[config.mk]
export PLATFORM = sky130hd
export DESIGN_NAME = playfield_gen
export DESIGN_NICKNAME = d
export VERILOG_FILES = /design/src/rtl/playfield_pkg.sv /design/src/rtl/playfield_timing.sv /design/src/rtl/playfield_gen.sv
export SDC_FILE = /design/constraint.sdc
export NUM_CORES = 1
export LEC_CHECK = 0
export BUFFER_PORTS_ARGS = -buffer_cell sky130_fd_sc_hd__buf_2
export CORE_MARGIN = 2
export CORE_UTILIZATION = 45
export CTS_BUF_LIST = sky130_fd_sc_hd__clkbuf_4 sky130_fd_sc_hd__clkbuf_8 sky130_fd_sc_hd__clkbuf_16
export DETAILED_ROUTE_END_ITERATION = 7
export PLACE_DENSITY = 0.65
export SYNTH_ARGS = -nofsm -noshare
export SYNTH_HDL_FRONTEND = slang
export SYNTH_SLANG_ARGS = --single-unit
[constraint.sdc]
create_clock -name clk -period 4.93 [get_ports clk]
set_input_delay 1.2325 -clock clk [delete_from_list [all_inputs] [get_ports clk]]
set_output_delay 1.2325 -clock clk [all_outputs]
set_load 0.02 [all_outputs]
[src/rtl/playfield_pkg.sv]
// rtl/playfield_pkg.sv - playfield register map, mode bits and render states
package playfield_pkg;

    localparam logic [5:0] ADDR_PF0      = 6'h00;
    localparam logic [5:0] ADDR_PF1      = 6'h01;
    localparam logic [5:0] ADDR_PF2      = 6'h02;
    localparam logic [5:0] ADDR_MODE     = 6'h03;
    localparam logic [5:0] ADDR_FG_R     = 6'h04;
    localparam logic [5:0] ADDR_BORDER_B = 6'h0c;
    localparam logic [5:0] ADDR_STATUS   = 6'h0d;

    localparam int MODE_REFLECT   = 0;
    localparam int MODE_IMMEDIATE = 1;

    typedef enum logic [2:0] {
        ST_IDLE,
        ST_BORDER_L,
        ST_LEFT,
        ST_RIGHT,
        ST_BORDER_R
    } pf_state_t;

endpackage

[src/rtl/playfield_timing.sv]
// rtl/playfield_timing.sv - line FSM with sub-pixel and playfield bit-index counters
module playfield_timing
    import playfield_pkg::*;
#(
    parameter int PF_BITS   = 22,
    parameter int BIT_WIDTH = 16,
    parameter int BORDER    = 8,
    parameter int HPOS_W    = 10,
    parameter int IDX_W     = (PF_BITS > 1) ? $clog2(PF_BITS) : 1
) (
    input  logic              clk,
    input  logic              reset_n,
    input  logic [HPOS_W-1:0] hpos,
    input  logic              in_image,
    input  logic              reflect,
    output pf_state_t         state,
    output logic [IDX_W-1:0]  bit_idx
);

    localparam int SUB_W = (BIT_WIDTH > 1) ? $clog2(BIT_WIDTH) : 1;
    localparam int BRD_W = (BORDER > 1) ? $clog2(BORDER) : 1;

    localparam logic [SUB_W-1:0] SUB_LAST = SUB_W'(BIT_WIDTH - 1);
    localparam logic [BRD_W-1:0] BRD_LAST = BRD_W'(BORDER - 1);
    localparam logic [IDX_W-1:0] IDX_LAST = IDX_W'(PF_BITS - 1);

    logic [SUB_W-1:0] sub_cnt;
    logic [BRD_W-1:0] brd_cnt;
    logic             dir_down;
    logic [IDX_W-1:0] right_end;

    // The right half ends on bit 0 when mirrored, on the last bit otherwise
    assign right_end = dir_down ? '0 : IDX_LAST;

    // Line sequencer: border, left half, right half, border; in_image low aborts to idle
    always_ff @(posedge clk or negedge reset_n) begin
        if (!reset_n) begin
            state    <= ST_IDLE;
            sub_cnt  <= '0;
            brd_cnt  <= '0;
            bit_idx  <= '0;
            dir_down <= 1'b0;
        end else if (!in_image) begin
            state    <= ST_IDLE;
            sub_cnt  <= '0;
            brd_cnt  <= '0;
            bit_idx  <= '0;
        end else begin
            case (state)
                ST_IDLE: begin
                    if (hpos == '0) begin
                        state   <= ST_BORDER_L;
                        brd_cnt <= '0;
                    end
                end
                ST_BORDER_L: begin
                    if (brd_cnt == BRD_LAST) begin
                        state   <= ST_LEFT;
                        brd_cnt <= '0;
                        sub_cnt <= '0;
                        bit_idx <= '0;
                    end else begin
                        brd_cnt <= brd_cnt + 1'b1;
                    end
                end
                ST_LEFT: begin
                    if (sub_cnt == SUB_LAST) begin
                        sub_cnt <= '0;
                        if (bit_idx == IDX_LAST) begin
                            state    <= ST_RIGHT;
                            dir_down <= reflect;
                            bit_idx  <= reflect ? IDX_LAST : '0;
                        end else begin
                            bit_idx <= bit_idx + 1'b1;
                        end
                    end else begin
                        sub_cnt <= sub_cnt + 1'b1;
                    end
                end
                ST_RIGHT: begin
                    if (sub_cnt == SUB_LAST) begin
                        sub_cnt <= '0;
                        if (bit_idx == right_end) begin
                            state   <= ST_BORDER_R;
                            bit_idx <= '0;
                        end else if (dir_down) begin
                            bit_idx <= bit_idx - 1'b1;
                        end else begin
                            bit_idx <= bit_idx + 1'b1;
                        end
                    end else begin
                        sub_cnt <= sub_cnt + 1'b1;
                    end
                end
                ST_BORDER_R: begin
                    state <= ST_BORDER_R;
                end
                default: begin
                    state <= ST_IDLE;
                end
            endcase
        end
    end

endmodule

[src/rtl/playfield_gen.sv]
// rtl/playfield_gen.sv - playfield registers, vblank-synchronised update and colour mux; PLAYFIELD_READBACK_EN enables register readback
module playfield_gen
    import playfield_pkg::*;
#(
    parameter int PF_BITS   = 22,
    parameter int BIT_WIDTH = 16,
    parameter int BORDER    = 8,
    parameter int HPOS_W    = 10
) (
    input  logic              clk,
    input  logic              reset_n,
    input  logic              enable,
    input  logic              write_enable,
    input  logic [5:0]        address,
    input  logic [7:0]        data_in,
    output logic [7:0]        data_out,
    input  logic [HPOS_W-1:0] hpos,
    input  logic              in_image,
    input  logic              in_vblank,
    output logic [7:0]        red,
    output logic [7:0]        green,
    output logic [7:0]        blue
);

    localparam int IDX_W = (PF_BITS > 1) ? $clog2(PF_BITS) : 1;

    logic [23:0]      shadow_pf;
    logic [23:0]      shadow_pf_next;
    logic [23:0]      active_pf;
    logic [1:0]       shadow_mode;
    logic [1:0]       mode_next;
    logic [1:0]       active_mode;
    logic [7:0]       col [9];
    logic             pending;
    logic             vblank_q;
    logic             vb_rise;
    logic             pf_wr;
    logic             mode_wr;
    logic             col_wr;
    logic [3:0]       col_idx;
    logic [7:0]       rd_data;
    pf_state_t        state;
    logic [IDX_W-1:0] bit_idx;
    logic [4:0]       pf_idx;
    logic             pf_bit;

    assign vb_rise = in_vblank & ~vblank_q;
    assign pf_wr   = write_enable && (address <= ADDR_PF2);
    assign mode_wr = write_enable && (address == ADDR_MODE);
    assign col_wr  = write_enable && (address >= ADDR_FG_R) && (address <= ADDR_BORDER_B);
    assign col_idx = 4'(address - ADDR_FG_R);
    assign pf_idx  = 5'(bit_idx);
    assign pf_bit  = active_pf[pf_idx];

    // Shadow contents as they will be after this cycle's write, so a copy can include it
    always_comb begin
        shadow_pf_next = shadow_pf;
        mode_next      = mode_wr ? data_in[1:0] : shadow_mode;
        if (pf_wr) begin
            case (address[1:0])
                2'd0:    shadow_pf_next[7:0]   = data_in;
                2'd1:    shadow_pf_next[15:8]  = data_in;
                default: shadow_pf_next[23:16] = data_in;
            endcase
        end
    end

    // Software-visible register file
    always_ff @(posedge clk or negedge reset_n) begin
        if (!reset_n) begin
            shadow_pf   <= '0;
            shadow_mode <= '0;
            for (int i = 0; i < 9; i++) begin
                col[i] <= '0;
            end
        end else begin
            shadow_pf   <= shadow_pf_next;
            shadow_mode <= mode_next;
            if (col_wr) begin
                col[col_idx] <= data_in;
            end
        end
    end

    // Active copy: taken at the vblank rising edge, or immediately in IMMEDIATE mode
    always_ff @(posedge clk or negedge reset_n) begin
        if (!reset_n) begin
            active_pf   <= '0;
            active_mode <= '0;
            pending     <= 1'b0;
            vblank_q    <= 1'b0;
        end else begin
            vblank_q <= in_vblank;
            if (vb_rise && (pending || pf_wr)) begin
                active_pf   <= shadow_pf_next;
                active_mode <= mode_next;
                pending     <= 1'b0;
            end else if (pf_wr) begin
                if (shadow_mode[MODE_IMMEDIATE]) begin
                    active_pf <= shadow_pf_next;
                end else begin
                    pending <= 1'b1;
                end
            end
        end
    end

    // Read mux; status is always visible, the rest only with readback built in
    always_comb begin
        rd_data = 8'h00;
`ifdef PLAYFIELD_READBACK_EN
        case (address)
            ADDR_PF0:  rd_data = shadow_pf[7:0];
            ADDR_PF1:  rd_data = shadow_pf[15:8];
            ADDR_PF2:  rd_data = shadow_pf[23:16];
            ADDR_MODE: rd_data = {6'b0, shadow_mode};
            default: begin
                if ((address >= ADDR_FG_R) && (address <= ADDR_BORDER_B)) begin
                    rd_data = col[col_idx];
                end
            end
        endcase
`endif
        if (address == ADDR_STATUS) begin
            rd_data = {6'b0, in_vblank, pending};
        end
    end

    // Read data register, loaded only on a read cycle
    always_ff @(posedge clk or negedge reset_n) begin
        if (!reset_n) begin
            data_out <= '0;
        end else if (enable && !write_enable) begin
            data_out <= rd_data;
        end
    end

    playfield_timing #(
        .PF_BITS   (PF_BITS),
        .BIT_WIDTH (BIT_WIDTH),
        .BORDER    (BORDER),
        .HPOS_W    (HPOS_W),
        .IDX_W     (IDX_W)
    ) u_timing (
        .clk      (clk),
        .reset_n  (reset_n),
        .hpos     (hpos),
        .in_image (in_image),
        .reflect  (active_mode[MODE_REFLECT]),
        .state    (state),
        .bit_idx  (bit_idx)
    );

    // Registered colour: border colour at the edges, fg/bg by playfield bit, black when idle
    always_ff @(posedge clk or negedge reset_n) begin
        if (!reset_n) begin
            red   <= '0;
            green <= '0;
            blue  <= '0;
        end else begin
            case (state)
                ST_LEFT, ST_RIGHT: begin
                    red   <= pf_bit ? col[0] : col[3];
                    green <= pf_bit ? col[1] : col[4];
                    blue  <= pf_bit ? col[2] : col[5];
                end
                ST_BORDER_L, ST_BORDER_R: begin
                    red   <= col[6];
                    green <= col[7];
                    blue  <= col[8];
                end
                default: begin
                    red   <= '0;
                    green <= '0;
                    blue  <= '0;
                end
            endcase
        end
    end

endmodule

# == Word level (Yosys, flattened, before mapping) ==
# Index checks and enable logic that the tools add are counted.
# word_totals
regBits,173
elab_cells,132
input_bits,30
# op_classes
n_eq_ne,21
reduce_logical,24
add_sub_neg,5
muxes,49
n_lt_le_gt_ge,6
n_bitwise,3
# op_table
cell,count
$mux W24,4
$bwmux W72,1
$mux W8,7
$pmux W8 S2,3
$mux W5,9
$demux W8 S4,1
$mux W3,10
$ne A3 B2 Y1 const B,7
$pmux W3 S5,1
$pmux W5 S3,1
$mux W4,3
$logic_not A10 Y1,1
$pmux W4 S2,1
$reduce_and A2 Y1,4
$reduce_and A4 Y1,2
$logic_and A1 B1 Y1,7
$eq A3 B2 Y1 const B,2
$eq A3 B3 Y1 const B,2
$eq A6 B2 Y1 const B,1
$eq A6 B4 Y1 const B,1
$ge A6 B3 Y1 const B,1
$le A6 B2 Y1 const B,1
$le A6 B4 Y1 const B,1
$lt A5 B6 Y1 const B,1
29 further kinds,36

# == Depth between registers and ports, before layout ==
# depth
ltp_word,7
ltp_mapped,9
mapped_depth_nobuf,7

# == Cells and area by module ==
# A second synthesis with hierarchy kept.
# hier_totals
cells_unflattened,591
hier_area_um2,7679.9
# by_module_without_submodules
module,instances,area_per_inst_um2,cells_per_inst
playfield_gen,1,6481.2,450
playfield_timing,1,1198.6,141

# == Worst setup path before layout ==
# OpenSTA, ideal clock, no wires.
# synth_path
path_kind,input to register
start,input address[5]
end,register active_pf[10]
arrival_time_ns,2.770
cell_stages,7
path_buffers,2
setup_time_ns,0.125
required_ns,4.805
setup_slack_ns,2.035
path_cell_list,or3b_4 > nor3_4 > a21oi_1 > or2_1 > buf_2 > buf_6 > mux2_4
# synth_between
elab_chain_len,6
elab_cells_between_ends,11
classes_between,1 x order compare; 4 x mux; 6 x reduce/logical
# synth_rtl
element,line,text
from (decl),playfield_gen.sv:14,"input logic [5:0] address,"
$le A6 B2 Y1 *,playfield_gen.sv:48,assign pf_wr = write_enable && (address <= ADDR_PF2);
$logic_and A1 B1 Y1 *,playfield_gen.sv:48,
$mux W24 or $logic_or A1 B1 Y1 (tied branches),"playfield_gen.sv:59, playfield_gen.sv:94",
$mux W24 or $logic_and A1 B1 Y1 (tied branches),"playfield_gen.sv:99, playfield_gen.sv:94",
$mux W24 or $reduce_bool A2 Y1 (tied branches),n/a,
$mux W24 or $reduce_and A2 Y1 (tied branches),n/a,
to (signal assigned),playfield_gen.sv:95,active_pf <= shadow_pf_next;
to (signal assigned),playfield_gen.sv:100,active_pf <= shadow_pf_next;
to (decl),playfield_gen.sv:29,logic [23:0] active_pf;
# Every way passes the cells marked *; elsewhere a longest branch is shown, timed or not. The select of a mux whose other input is x is not followed.
# A chain may end at the register's enable or synchronous reset.

# == Worst setup path after layout ==
# layout_path
start,register u_timing.bit_idx[0]
end,register red[4]
# layout_between
elab_chain_len,4
# layout_rtl
element,line,text
from (decl),playfield_timing.sv:17,output logic [IDX_W-1:0] bit_idx
from (signal assigned),playfield_timing.sv:72,bit_idx <= reflect ? IDX_LAST : '0;
from (signal assigned),playfield_timing.sv:74,bit_idx <= bit_idx + 1'b1;
from (signal assigned),playfield_timing.sv:87,bit_idx <= bit_idx - 1'b1;
$bmux W1 S5,playfield_gen.sv:53,assign pf_bit = active_pf[pf_idx];
$mux W1 (not written as such),playfield_gen.sv:53,
$mux W8,playfield_gen.sv:163,red <= pf_bit ? col[0] : col[3];
$pmux W8 S2,playfield_gen.sv:161,case (state)
to (signal assigned),playfield_gen.sv:163,
to (signal assigned),playfield_gen.sv:168,red <= col[6];
to (decl),playfield_gen.sv:20,"output logic [7:0] red,"
# No other way between the ends. The select of a mux whose other input is x is not followed.

==> impl_metrics.ini <==
[outcome]
status = finished, final reports clean

[drt]
ant_nets = 0
viasPerCell = 5.46
dr.pass1.iters = 4
drt_iter0_markers = 268
remaining_drc_errors = 0
avgRoutedWirePerCell_um = 18.1
routed_wl_um = 14800
vias = 4470

[clock_network]
ctsHoldBuffers = 0
h-tree-depth = 4
cts_tree = yes
clock_latency_ns = 0.43
clk_pin_slew_ns = 0.07
cts.sink_count = 167
clock_path_buffers = 2
cts_buffers = 17
cts-root-buf = clkbuf_16
cts_resized = 0
cts_setup_buffers = 0

[sta]
max_freq_ghz = 0.322
fin_skew_ns = 0.0143
setup-tns-final_ns = 0
finalSetupViolations = 0
rsz0062_at_grt = false
finalHoldViolations = 0
fin_crit_sh_pct = 63.0
tightestPinTransition_ns = 1.20
slew_viol_final = 0
max_slew_margin_pct = 20.3
final.min_clock_period_ns = 3.11

[pwr]
p_total_mw = 3.13
p_per_area_nw_per_um2 = 373
ir_worst_vdd_mv = 0.267
leakagePower_nw = 4.10

[logic_synthesis]
synth.top_cell.area_share_pct = 56.3
synth_ff_type = dfrtp_1
ys_seq_area_share_pct = 56.3
yosysMostFrequentCell = dfrtp_1
syn_area_per_cell_um2 = 13.6
yosys_warnings = 0
synth_top_area_cell = dfrtp_1
synth_edf_count = 0
synthTopCellsByCount = dfrtp_1 (167), mux2_2 (102), and2_1 (25), nand2_1 (25), a221o_1 (24)
synth_area_leaders = dfrtp_1 (56%), mux2_2 (15%), mux2_4 (4.0%)
syn_area_um2 = 7430
ys_ff_latch = 167
postSynth.asyncResetShare_pct = 100
synthCells = 547
synthDistinctLibCells = 55

[worst_setup_path]
cp-end-kind = flop
critical_path.top_delay_family = compound AO/OA/AOI/OAI gates
cp_slowest_cell = dfrtp_1
reg2reg_depth = 5
crit_cells = 5
crit_type = reg -> reg
worstReg2RegEnd = red[4]
crit_end = red[4]
cp_max_fo = 24
start_kind = flop
path_cells = mux2_2 -> a221oi_1 -> o211ai_1 -> and3_1 -> a221o_1
crit_buf_inv = 0
r2r-start = u_timing.bit_idx[0]
max_stage_delay_ns = 0.88
crit_start = u_timing.bit_idx[0]
required_ns = 5.23
reg2reg_setup_slack_ns = 1.82
worstPathArrival_ns = 3.41

[global_route]
grt-ovfl-total = 0
met2_usage_pct = 28.4
grt_pass1_wl_um = 24700
grt_pass1_vias = 4669
antenna_found_initial = 0
use_met3_pct = 4.25
grt_max_degree = 87
grtUsageMet1_pct = 24.6
grt_usage_pct = 18.0
grt.busiest_layer = met2

[floorplanning]
die_h_um = 132
die_width_um = 132
die_area_um2 = 17600
io_pins = 62
start_util_pct = 46.4
rows = 46
coreArea_um2 = 16000

[finish]
drive_gt1_share_pct = 37.2
antenna_cells = 0
final_nets = 625
syn_to_final_growth_pct = 13.1
fillers = 1372

[placed_design]
gp_congestion = 0.831
dpl.hpwl_um = 9620
io_buffers = 55

[hold_path]
min_path_type = reg -> reg

[run]
maxCapViolCount = 0
per-layer routing:
layer  routed length [µm]  up-vias
met2                 7200       86
met4                  188        0
met3                  507       16
met1                 6880     2301
li1                     -     2067
met5                    0        -
cell families (layout without fill, tap and decap cells):
family	Yosys count	after routing	synth area share [%]
mux	136	136	22.2
compound gates	68	68	7.38
flops	167	167	56.3
simple gates	122	122	9.47
buf+inv	45	95	3.40
xor+xnor	2	2	0.236
fa+ha+maj	6	6	1.01
other cells	1	6	0.0505
layout by cell type, fill, tap and decap left out, types with 8 or more instances in the layout:
master,n
a221o_1,24
mux2_2,102
o21ai_0,10
nor2_1,9
mux2_4,20
and2_1,25
nand3_1,13
nand2b_1,8
buf_2,54
dfrtp_1,167
nor2b_1,9
mux2_1,8
nand2_1,25
clkbuf_16,17
worst reg2reg max path, delay by kind of cell (launching register included):
kind	cells	cell delay [ns]
muxes	1	0.43
DFF	1	0.88
and+or+nand+nor	1	0.59
AOI/OAI and AO/OA	3	1.07
per-stage QoR:
stage          cell area (µm²)  setup WS (ns)  hold slack, ns  utilization (%)  std cells
2_1_floorplan             7450           2.03           0.443                -        552
3_3_place_gp              7800           1.71           0.448             48.8        786
4_1_cts                   8400           1.87           0.472             52.5        818
5_1_grt                   8400           1.72           0.507             52.5        818
3_5_place_dp              7800           1.65           0.454             48.8        786
6_report                  8400           1.82           0.470             52.5        818
power breakdown:
group	switching [mW]	leakage [nW]	total [mW]	internal (mW)
clock network	0.568	0.271	1.32	0.756
logic	0.109	1.57	0.245	0.137
registers	0.0598	2.26	1.56	1.50
total	0.737	4.10	3.13	2.40
flip-flops by register name, summed over array words and instances (netlist names):
name / cells
red: 8
active_mode: 1
u_timing.sub_cnt: 4
u_timing.state: 3
u_timing.dir_down: 1
blue: 8
col: 72
u_timing.bit_idx: 5
data_out: 2
pending: 1
u_timing.brd_cnt: 3
active_pf: 24
vblank_q: 1
shadow_pf: 24
shadow_mode: 2
green: 8
how the worst min path moves through the flow:
stage	end	cells after the start	startpoint
floorplan	u_timing.sub_cnt[3]	1	u_timing.sub_cnt[3]
global placement	data_out[1]	2	data_out[1]
detailed placement	data_out[1]	2	data_out[1]
CTS	data_out[1]	2	data_out[1]
global route	col[6]	1	col[6]
finish	data_out[1]	2	data_out[1]
cell type report:
cell class | count | area (µm²) | area share, %
Sequential cell | 167 | 4180 | 49.8
Multi-Input combinational cell | 340 | 3020 | 35.9
Clock buffer | 17 | 425 | 5.07
Timing Repair Buffer | 59 | 324 | 3.86
Tap cell | 216 | 270 | 3.22
Clock inverter | 15 | 169 | 2.01
Inverter | 4 | 15.0 | 0.179
Note: power is estimated with default switching activity, not from simulation.
